$ cat src/rtl/multi_sfx_audio_pkg.sv
// Shared types and default widths for the
// multi-channel sound-effect player.
package multi_sfx_audio_pkg;

  localparam int ADDR_W_DEF = 17;
  localparam int DIV_W_DEF  = 16;

  typedef enum logic {
    IDLE = 1'b0,
    PLAY = 1'b1
  } ch_state_e;

endpackage

$ cat src/rtl/multi_sfx_audio_channel.sv
// One sound-effect channel: rate divider,
// sample handshake and clip address walker.
module sfx_channel
  import multi_sfx_audio_pkg::*;
#(
  parameter int ADDR_W = ADDR_W_DEF,
  parameter int DIV_W  = DIV_W_DEF
) (
  input  logic              Clk,
  input  logic              Reset,
  input  logic              init_done,
  input  logic              sample_req,
  input  logic              trig,
  input  logic              loop_en,
  input  logic [DIV_W-1:0]  rate_div,
  input  logic [ADDR_W-1:0] base_addr,
  input  logic [ADDR_W-1:0] length,
  output logic [ADDR_W-1:0] ch_addr,
  output logic              ch_active,
  output logic              ch_done
);

  ch_state_e         state_q, state_d;
  logic [ADDR_W-1:0] base_q, base_d;
  logic [ADDR_W-1:0] len_q, len_d;
  logic [ADDR_W-1:0] off_q, off_d;
  logic [ADDR_W-1:0] addr_q, addr_d;
  logic [DIV_W-1:0]  div_q, div_d;
  logic [DIV_W-1:0]  cnt_q, cnt_d;
  logic              loop_q, loop_d;
  logic              pend_q, pend_d;
  logic              done_q, done_d;

  logic start, tick, req, adv, last;

  assign start = trig & init_done & (length != '0);
  assign tick  = (cnt_q == div_q);
  assign req   = pend_q | tick;
  assign adv   = req & sample_req;
  assign last  = (off_q == len_q - ADDR_W'(1));

  // State register
  always_ff @(posedge Clk) begin
    if (Reset) state_q <= IDLE;
    else       state_q <= state_d;
  end

  // Next state: drop-out, retrigger, then end of clip
  always_comb begin
    state_d = state_q;
    unique case (state_q)
      IDLE: if (start) state_d = PLAY;
      PLAY: begin
        if (!init_done)                  state_d = IDLE;
        else if (start)                  state_d = PLAY;
        else if (adv && last && !loop_q) state_d = IDLE;
      end
      default: state_d = IDLE;
    endcase
  end

  // Datapath next values; a retrigger wins over advance
  always_comb begin
    base_d = base_q;
    len_d  = len_q;
    div_d  = div_q;
    loop_d = loop_q;
    off_d  = off_q;
    cnt_d  = cnt_q;
    pend_d = pend_q;
    done_d = 1'b0;
    if (state_q == IDLE || !init_done || start) begin
      off_d  = '0;
      cnt_d  = '0;
      pend_d = 1'b0;
      if (start) begin
        base_d = base_addr;
        len_d  = length;
        div_d  = rate_div;
        loop_d = loop_en;
      end
    end else begin
      cnt_d = tick ? '0 : cnt_q + DIV_W'(1);
      if (adv) begin
        pend_d = 1'b0;
        if (last) begin
          off_d  = '0;
          done_d = !loop_q;
        end else begin
          off_d = off_q + ADDR_W'(1);
        end
      end else begin
        pend_d = req;
      end
    end
    addr_d = (state_d == PLAY) ? base_d + off_d : '0;
  end

  // Datapath registers
  always_ff @(posedge Clk) begin
    if (Reset) begin
      base_q <= '0;
      len_q  <= '0;
      div_q  <= '0;
      loop_q <= 1'b0;
      off_q  <= '0;
      cnt_q  <= '0;
      pend_q <= 1'b0;
      done_q <= 1'b0;
      addr_q <= '0;
    end else begin
      base_q <= base_d;
      len_q  <= len_d;
      div_q  <= div_d;
      loop_q <= loop_d;
      off_q  <= off_d;
      cnt_q  <= cnt_d;
      pend_q <= pend_d;
      done_q <= done_d;
      addr_q <= addr_d;
    end
  end

  // Outputs straight from registers
  always_comb begin
    ch_active = (state_q == PLAY);
    ch_addr   = addr_q;
    ch_done   = done_q;
  end

endmodule

$ cat src/rtl/multi_sfx_audio.sv
// Multi-channel sound-effect player top:
// bus slicing plus codec init request.
module multi_sfx_audio
  import multi_sfx_audio_pkg::*;
#(
  parameter int NUM_CH = 4,
  parameter int ADDR_W = ADDR_W_DEF,
  parameter int DIV_W  = DIV_W_DEF
) (
  input  logic                     Clk,
  input  logic                     Reset,
  input  logic                     init_done,
  input  logic                     sample_req,
  input  logic [NUM_CH-1:0]        trig,
  input  logic [NUM_CH-1:0]        loop_en,
  input  logic [NUM_CH*DIV_W-1:0]  rate_div,
  input  logic [NUM_CH*ADDR_W-1:0] base_addr,
  input  logic [NUM_CH*ADDR_W-1:0] length,
  output logic                     init_req,
  output logic [NUM_CH*ADDR_W-1:0] ch_addr,
  output logic [NUM_CH-1:0]        ch_active,
  output logic [NUM_CH-1:0]        ch_done
);

  logic init_q;

  // Request codec init from the first cycle out of reset
  always_ff @(posedge Clk) begin
    init_q <= !Reset;
  end

  assign init_req = init_q;

  for (genvar g = 0; g < NUM_CH; g++) begin : g_ch
    sfx_channel #(
      .ADDR_W(ADDR_W),
      .DIV_W (DIV_W)
    ) u_ch (
      .Clk       (Clk),
      .Reset     (Reset),
      .init_done (init_done),
      .sample_req(sample_req),
      .trig      (trig[g]),
      .loop_en   (loop_en[g]),
      .rate_div  (rate_div[g*DIV_W +: DIV_W]),
      .base_addr (base_addr[g*ADDR_W +: ADDR_W]),
      .length    (length[g*ADDR_W +: ADDR_W]),
      .ch_addr   (ch_addr[g*ADDR_W +: ADDR_W]),
      .ch_active (ch_active[g]),
      .ch_done   (ch_done[g])
    );
  end

endmodule

$ cat config.mk
export PLATFORM = sky130hd
export DESIGN_NAME = multi_sfx_audio
export DESIGN_NICKNAME = d
export VERILOG_FILES = /design/src/rtl/multi_sfx_audio_pkg.sv /design/src/rtl/multi_sfx_audio_channel.sv /design/src/rtl/multi_sfx_audio.sv
export SDC_FILE = /design/constraint.sdc
export NUM_CORES = 1
export LEC_CHECK = 0
export CORE_ASPECT_RATIO = 1.2
export CORE_UTILIZATION = 50
export DETAILED_ROUTE_END_ITERATION = 10
export PLACE_DENSITY = 0.84
export SYNTH_ARGS = -nofsm -noshare
export SYNTH_HDL_FRONTEND = slang
export SYNTH_SLANG_ARGS = --single-unit
$ cat constraint.sdc
create_clock -name Clk -period 9.2 [get_ports Clk]
set_input_delay 2.3 -clock Clk [delete_from_list [all_inputs] [get_ports Clk]]
set_output_delay 2.3 -clock Clk [all_outputs]
set_load 0.01 [all_outputs]
After elaboration in Yosys (flattened, before gate mapping)
Cells that the tools add are included.

Add/sub/neg operators: 16. Multipliers: 0. Divide/modulo/power cells: 0. Magnitude comparators: 0. Equality and inequality tests: 8. Shift-type cells: 0. Muxes and demuxes: 40. Bitwise operators: 32. Reductions and logical operators: 46.

Operators with widths (count): $mux 17 (20); $add 17x1->17 const B (4); $add 17x17->17 (4); $eq 17x17->1 (4); $reduce_bool 17->1 (4); $sub 17x1->17 const B (4); $add 16x1->16 const B (4); $eq 16x16->1 (4); $reduce_or 3->1 (8); $mux 1 (16); $not 1->1 (16); $reduce_or 4->1 (4); $and 1x1->1 (12); $logic_and 1x1->1 (8); $logic_or 1x1->1 (8); $pmux 1 s2 (4); $reduce_and 2->1 (4); $reduce_or 2->1 (4); $logic_not 1->1 (6); $or 1x1->1 (4).

Flip-flop bits (word level): 417. Bits in latches: 0. Memory bits (writable): 0. Memory bits (read-only): 0. Input bits: 212. Output and inout bits: 77. Logic and storage cells: 183. Memories: 0.

Logic depth before layout (Yosys ltp)
Depth in word-level cells: 11. Gate-level depth with buffers: 24. Gate-level depth less buffers: 21.

Modules after synthesis
Synthesis repeated with hierarchy kept, for this count alone.

Cell total of the unflattened synthesis: 2708. Area total of the unflattened synthesis: 21468.1 um2.

Modules (own cells, without submodules): sfx_channel (g_ch[0].u_ch ...) (instances 3, cells each 675, area each 5328.9 um2, sequential area each 2082.0 um2); sfx_channel (g_ch[3].u_ch) (instances 1, cells each 681, area each 5457.7 um2, sequential area each 2082.0 um2); multi_sfx_audio (instances 1, cells each 2, area each 23.8 um2, sequential area each 20.0 um2).

Worst setup path before layout
Ideal clock, no wire load.

Kind: input port to flip-flop. Start point: in sample_req. End point: reg g_ch[3].u_ch.addr_q[16]. Setup time: 0.124 ns. Data arrival time: 6.742 ns. Required time: 9.076 ns. Slack: 2.334 ns. Cell stages on the path: 19. Buffers on the path: 2. Cell sequence: clkbuf_1 -> inv_1 -> nor2_1 -> o2111ai_1 -> or4b_1 -> nand2b_1 -> clkbuf_1 -> nor2_1 -> ha_1 -> fa_1 -> a21o_1 -> a211oi_1 -> nor2_1 -> o41ai_1 -> o21ai_0 -> o41ai_1 -> o21ai_0 -> nand2_1 -> mux2i_1.

Elaborated cells on any way between the ends: 12. Those cells by class: add/sub (1); mux (6); bitwise (2); reduce/logical (3).

RTL lines: start: declaration (line multi_sfx_audio.sv:13) `input logic sample_req,`; $and 1x1->1 (line multi_sfx_audio_channel.sv:39) `assign adv = req & sample_req;`; $mux 17 (line multi_sfx_audio_channel.sv:84) `if (adv) begin`; $mux 17 (line multi_sfx_audio_channel.sv:72) `if (state_q == IDLE || !init_done || start) begin`; via g_ch[3].u_ch.off_d[0] (line multi_sfx_audio_channel.sv:26) `logic [ADDR_W-1:0] off_q, off_d;`; $add 17x17->17 (line multi_sfx_audio_channel.sv:96) `addr_d = (state_d == PLAY) ? base_d + off_d : '0;`; end signal: assignment (line multi_sfx_audio_channel.sv:120) `addr_q <= addr_d;`; end: declaration (line multi_sfx_audio_channel.sv:27) `logic [ADDR_W-1:0] addr_q, addr_d;`.

The timed path passes the listed nets, and every way through them passes these cells. A chain may end at the register's enable or synchronous reset.

Worst setup path in the final report
Ends and elaborated chain as after synthesis.

==> results.yml <==
route:
  vias: 19768
  wire_per_inst_um: 16.3
  wl_um: 57200
  drtAntennaViolNets: 0
  drt_iter0_markers: 1193
  dr.pass1.iters: 6
  post-route-drc-count: 0
  vias_per_cell: 5.64
placed_design:
  hpwl_um: 41500
  gp_congestion: 0.907
  port_buffers: 288
  pre_cts_slack_ns: 0.922
  dpl.cell_count: 3433
setup_path:
  cp_data_required_time_ns: 9.65
  arrival_ns: 8.23
  cp-end-kind: "flip-flop"
  worstPathMaxFanout: 21
  critPathKind: "in2reg"
  cp-start-kind: "input pin"
clock_network:
  cts_root_buf: "clkbuf_16"
  clk_pin_slew_ns: 0.06
  postCtsHoldBufs: 0
  clockBufferDepth: 3
  cts_made_buffers: 43
  cts_resized: 0
  htreeDepth: 2
  cts.sinks: 417
  postCtsSetupBuffers: 0
  insertion_delay_ns: 0.58
  cts_tree: "done"
synth:
  synth_area_sq_um: 21400
  ys_seq_area_share_pct: 39.0
  ys_async_sr_fraction_pct: 0
  syn_avg_cell_area_sq_um: 7.87
  ys_warn_count: 0
  synth_cells: 2719
  ys_types: 78
  synth-edff-count: 0
  ys_ff_latch: 417
  synthFlopType: "dfxtp_1"
  synth_nets: 3011
cells_and_area:
  final_net_count: 3224
  utilization_pct: 62.1
  drive_gt1_share_pct: 3.95
  regArea_sq_um: 8350
  fill_cells: 3553
  mostFrequentLayoutCell: "nand2_1"
  diodes: 0
  multi_input_area_sq_um: 12400
  mostFrequentLayoutCells: "nand2_1 (544), dfxtp_1 (417), clkdlybuf4s50_1 (287)"
  area_growth_pct: 21.7
  stdcell_count: 3508
global_route:
  grt_max_degree: 165
  grt_pass1_vias: 19524
  grt_pass1_wl_um: 93300
  grt_overflow_total: 0
  grt_use_total_pct: 25.9
  grt_antenna_before_repair: 1
sta:
  period_needed_ns: 7.77
  worst_slew_pin_slew_ns: 1.32
  relSlewSlack_pct: 12.0
  hold_slack_ns: 0.462
  slew_violations: 0
  max_freq_mhz: 129
  hold_violations: 0
  setup_ws_ns: 1.43
  finClkSkew_ns: 0.0219
  setup_tns_ns: 0
  fin_crit_sh_pct: 84.5
  rsz0062_at_grt: "false"
  final-setup-viol-count: 0
die:
  die_area_sq_um: 43700
  row_count: 82
  start_util_pct: 51.0
  fp.dieW_um: 191
  fp.coreArea_sq_um: 42000
  top_level_ports: 289
  floorplan.die.height_um: 229
power:
  irDropWorstVdd_v: 0.000128
  powerDensity_nw_per_um2: 161
  leakage_nw: 10.1
job:
  max_cap_violations: 0
outcome:
  status: "completed"
hold_path:
  hold_path_class: "reg2reg"
## kinds of logic after synthesis
| logic type | share of synthesized area (%) |
|---|---|
| XOR/XNOR | 12.8 |
| adder cells (fa/ha/maj) | 4.82 |
| multiplexers | 0.567 |
| AND/OR/NAND/NOR | 27.5 |
| buffers and inverters | 3.44 |
| AO/OA/AOI/OAI | 11.8 |
| flip-flops | 39.0 |
## cell usage after synthesis, drive strengths merged, types with 16 or more instances
| cell type | instances | share of area, % |
|---|---|---|
| a21o | 16 | 0.56 |
| and3 | 36 | 1.1 |
| inv | 46 | 0.81 |
| nor3 | 116 | 2.7 |
| xnor2 | 152 | 6.2 |
| and2 | 37 | 1.1 |
| nor2 | 279 | 4.9 |
| nand2 | 544 | 9.5 |
| dfxtp | 417 | 39 |
| nand4 | 51 | 1.5 |
| xor2 | 161 | 6.6 |
| nand2b | 16 | 0.47 |
| clkbuf | 107 | 1.9 |
| buf | 28 | 0.74 |
| nand3 | 83 | 1.9 |
| o21ai | 55 | 1.3 |
| nor4 | 49 | 1.6 |
| a21oi | 248 | 5.9 |
| ha | 76 | 4.4 |
## final timing paths
check,start,to,slack (ns),cells after the start
setup / recovery,sample_req,g_ch[3].u_ch.ch_addr[16],1.43,19
hold reg to reg,g_ch[0].u_ch.base_q[11],g_ch[0].u_ch.base_q[11],0.46,2
hold / removal,g_ch[0].u_ch.base_q[11],g_ch[0].u_ch.base_q[11],0.46,2
setup reg to reg,g_ch[3].u_ch.cnt_q[0],g_ch[3].u_ch.ch_addr[16],2.68,19
## sequential cells by signal (all words and copies together) (netlist names), 4 cells and up
name                 cells
g_ch.u_ch.base_q        68
g_ch.u_ch.ch_addr       68
g_ch.u_ch.len_q         68
g_ch.u_ch.off_q         68
g_ch.u_ch.cnt_q         64
g_ch.u_ch.div_q         64
g_ch.u_ch.ch_active      4
g_ch.u_ch.ch_done        4
g_ch.u_ch.loop_q         4
g_ch.u_ch.pend_q         4
## routing by layer
metal | wire length [um] | share of wire (%) | track usage, %
met1 | 24000 | 42 | 31.5
met2 | 28300 | 49 | 45.3
met3 | 3150 | 5.5 | 4.04
met4 | 1800 | 3.1 | 9.78
met5 | 13 | 0.023 | 0
## power breakdown
| group | switching (mW) | total (mW) | internal (mW) | leakage (nW) |
|---|---|---|---|---|
| Sequential | 0.0402 | 1.89 | 1.85 | 3.39 |
| Combinational | 0.270 | 0.504 | 0.234 | 5.98 |
| Clock | 0.748 | 1.79 | 1.04 | 0.693 |
| Total | 1.06 | 4.19 | 3.13 | 10.1 |
## final cells by class
class	instances	area share (%)
well taps	546	2.62
clock buffers	57	4.64
inverters	47	0.677
multi-input cells	2120	47.6
flip-flops and latches	417	32.0
clock inverters	18	0.840
repair buffers	303	11.6
## per-stage QoR
stage	cell area [sq um]	power (mW)
2_1_floorplan	21400	2.23
3_3_place_gp	24600	2.41
3_5_place_dp	24600	2.43
4_1_cts	26100	4.20
5_1_grt	26100	4.34
6_report	26100	4.19
## worst max-delay path, stage by stage
cell             delay [ns]
clkdlybuf4s50_1        0.45
buf_4                  0.22
inv_1                  0.25
nor2_1                 0.48
o2111ai_1              0.19
or4b_1                 0.59
nand2b_1               0.58
nor2_1                 0.12
ha_1                   0.26
fa_1                   0.46
a21o_1                 0.19
a211oi_1               0.23
nor2_1                 0.10
o41ai_1                0.59
o21ai_0                0.29
o41ai_1                0.55
o21ai_0                0.20
nand2_1                0.09
mux2i_1                0.07
Power figures use the tool's default switching activity.
==> RTL change: new RTL, config.mk and constraints unchanged <==
`addr_q` no longer has a reset.
--- a/src/rtl/multi_sfx_audio_channel.sv
+++ b/src/rtl/multi_sfx_audio_channel.sv
@@ -108,5 +108,4 @@
       pend_q <= 1'b0;
       done_q <= 1'b0;
-      addr_q <= '0;
     end else begin
       base_q <= base_d;
@@ -118,6 +117,9 @@
       pend_q <= pend_d;
       done_q <= done_d;
-      addr_q <= addr_d;
     end
+  end
+
+  always_ff @(posedge Clk) begin
+    addr_q <= addr_d;
   end
 
Check against the original RTL: not equivalent (Yosys sat finds a counterexample within 4 cycles, from zero or initial values and one cycle with Reset high).
==> RTL change against the original RTL <==
Total power is 4.5% higher; clock power is 9% higher; setup slack better by 1.1 ns; fmax is 16% higher; cell area is 0.59% higher; routed wire length is 0.66% higher; area after synthesis is 0.30% higher; sequential cell count stayed put; largest cell class unchanged.
==> RTL change: results (changes against the original RTL) <==
Status
  – Status: completed

Synth
  – Synth cell types: 82 (+5.1%)
  – Register area share after synthesis: 38.87% (-0.12 points)
  – Synth top area cells: dfxtp_1, nand2_1, xor2_1, xnor2_1, a21oi_1
  – Most frequent cells after synthesis: nand2_1, dfxtp_1, nor2_1
  – Post-synth net total: 2991 (-0.66%)

Layout
  – Final #Nets: 3197 (-0.84%)
  – Fill cells: 3533 (-0.56%)

Drt
  – Drt pass-1 iters: 7 (+1)
  – Vias: 19496 (-1.4%)
  – Routed WL per cell: 16.51 um (+1.3%)

Global route
  – Global Route met1 Usage: 30.66% (-0.87 points)
  – GR Util All Layers: 25.95% (+0.062 points)
  – M3 GR Usage: 4.566% (+0.53 points)
  – Global-route wire length before repair: 93.29 mm (about the same)

Timing
  – Max_slew headroom: 29.38% (+17 points)
  – Clock skew: 0.01375 ns (-0.008188 ns)

Placed design
  – Post-DP HPWL: 42.22 mm (+1.7%)
  – GP Congestion: 0.9477 (+4.5%)

Worst setup path
  – Slowest Stage Delay on Critical Path: 0.80 ns (+0.21 ns)
  – Crit path max-delay cell type: clkdlybuf4s50_1

Pwr
  – Leak: 0.01015 uW (+0.84%)
  – Maximum VDD drop: 0.1541 mV (+21%)

CTS
  – Post-CTS Setup Repair Bufs: 0 (unchanged)
  – CTS Buf Count: 44 (+2.3%)
  – Max Root-Sink Buffers: 3 (unchanged)
-- RTL change: changes by cell type after synthesis, sizes merged, moves of 12 or more --
cell / delta
clkbuf: +17
o21ai: -16
xor2: +12
and2: -12
nand3: -16
-- RTL change: cell families after synthesis --
logic type	after synthesis	share of synthesized area [%]
AND/OR/NAND/NOR	1272	27.17
AO/OA/AOI/OAI	405	11.45
XOR/XNOR	323	13.30
buffers and inverters	183	3.508
multiplexers	19	0.8973
flip-flops	417	38.87
adder cells (fa/ha/maj)	80	4.801
-- RTL change: metrics by stage --
| step | worst slack, ns | instance area [sq um] | cells | power, uW | hold WS [ns] |
|---|---|---|---|---|---|
| 3_5_place_dp | 1.974 | 24610 | 3405 | 2460 | 0.4578 |
| 3_3_place_gp | 2.008 | 24610 | 3405 | 2447 | 0.4499 |
| 5_1_grt | 2.140 | 26210 | 3486 | 4542 | 0.4758 |
| 4_1_cts | 2.580 | 26210 | 3486 | 4407 | 0.4659 |
| 6_report | 2.487 | 26210 | 3487 | 4375 | 0.4618 |
| 2_1_floorplan | 3.176 | 21470 | 2699 | 2248 | 0.4101 |
-- RTL change: path summary, 6_finish.rpt --
check                     startpoint  slack (ns)  cells past startpoint                        to
max reg2reg    g_ch[2].u_ch.cnt_q[6]        3.64                     19  g_ch[2].u_ch.ch_addr[16]
min reg2reg  g_ch[3].u_ch.base_q[15]        0.46                      2   g_ch[3].u_ch.base_q[15]
max                       sample_req        2.49                     17  g_ch[2].u_ch.ch_addr[16]
min          g_ch[3].u_ch.base_q[15]        0.46                      2   g_ch[3].u_ch.base_q[15]
-- RTL change: layer usage --
| metal | vias to the layer above | wire [um] |
|---|---|---|
| met2 | 596 | 28870 |
| li1 | 9633 | - |
| met3 | 121 | 3252 |
| met1 | 9146 | 23840 |
| met4 | 0 | 1592 |
| met5 | - | 0 |
-- RTL change: layout make-up --
| cell class | count | share of cell area, % |
|---|---|---|
| Clock inverter | 20 | 1.308 |
| Tap cell | 546 | 2.607 |
| Clock buffer | 61 | 4.788 |
| Inverter | 38 | 0.5443 |
| Multi-Input combinational cell | 2099 | 47.39 |
| Timing Repair Buffer | 305 | 11.50 |
| Antenna cell | 1 | 0.009548 |
| Sequential cell | 417 | 31.85 |
-- RTL change: critical path, delay by kind of cell --
family	cells	cell delay, ns
fa+ha+maj	2	0.68
compound gates	6	1.49
buf+inv	2	1.16
simple gates	6	1.33
xor+xnor	1	0.26
-- RTL change: power by group --
part / internal, uW / switching (uW)
logic: 246 / 279
registers: 1860 / 43.0
clock network: 1190 / 760
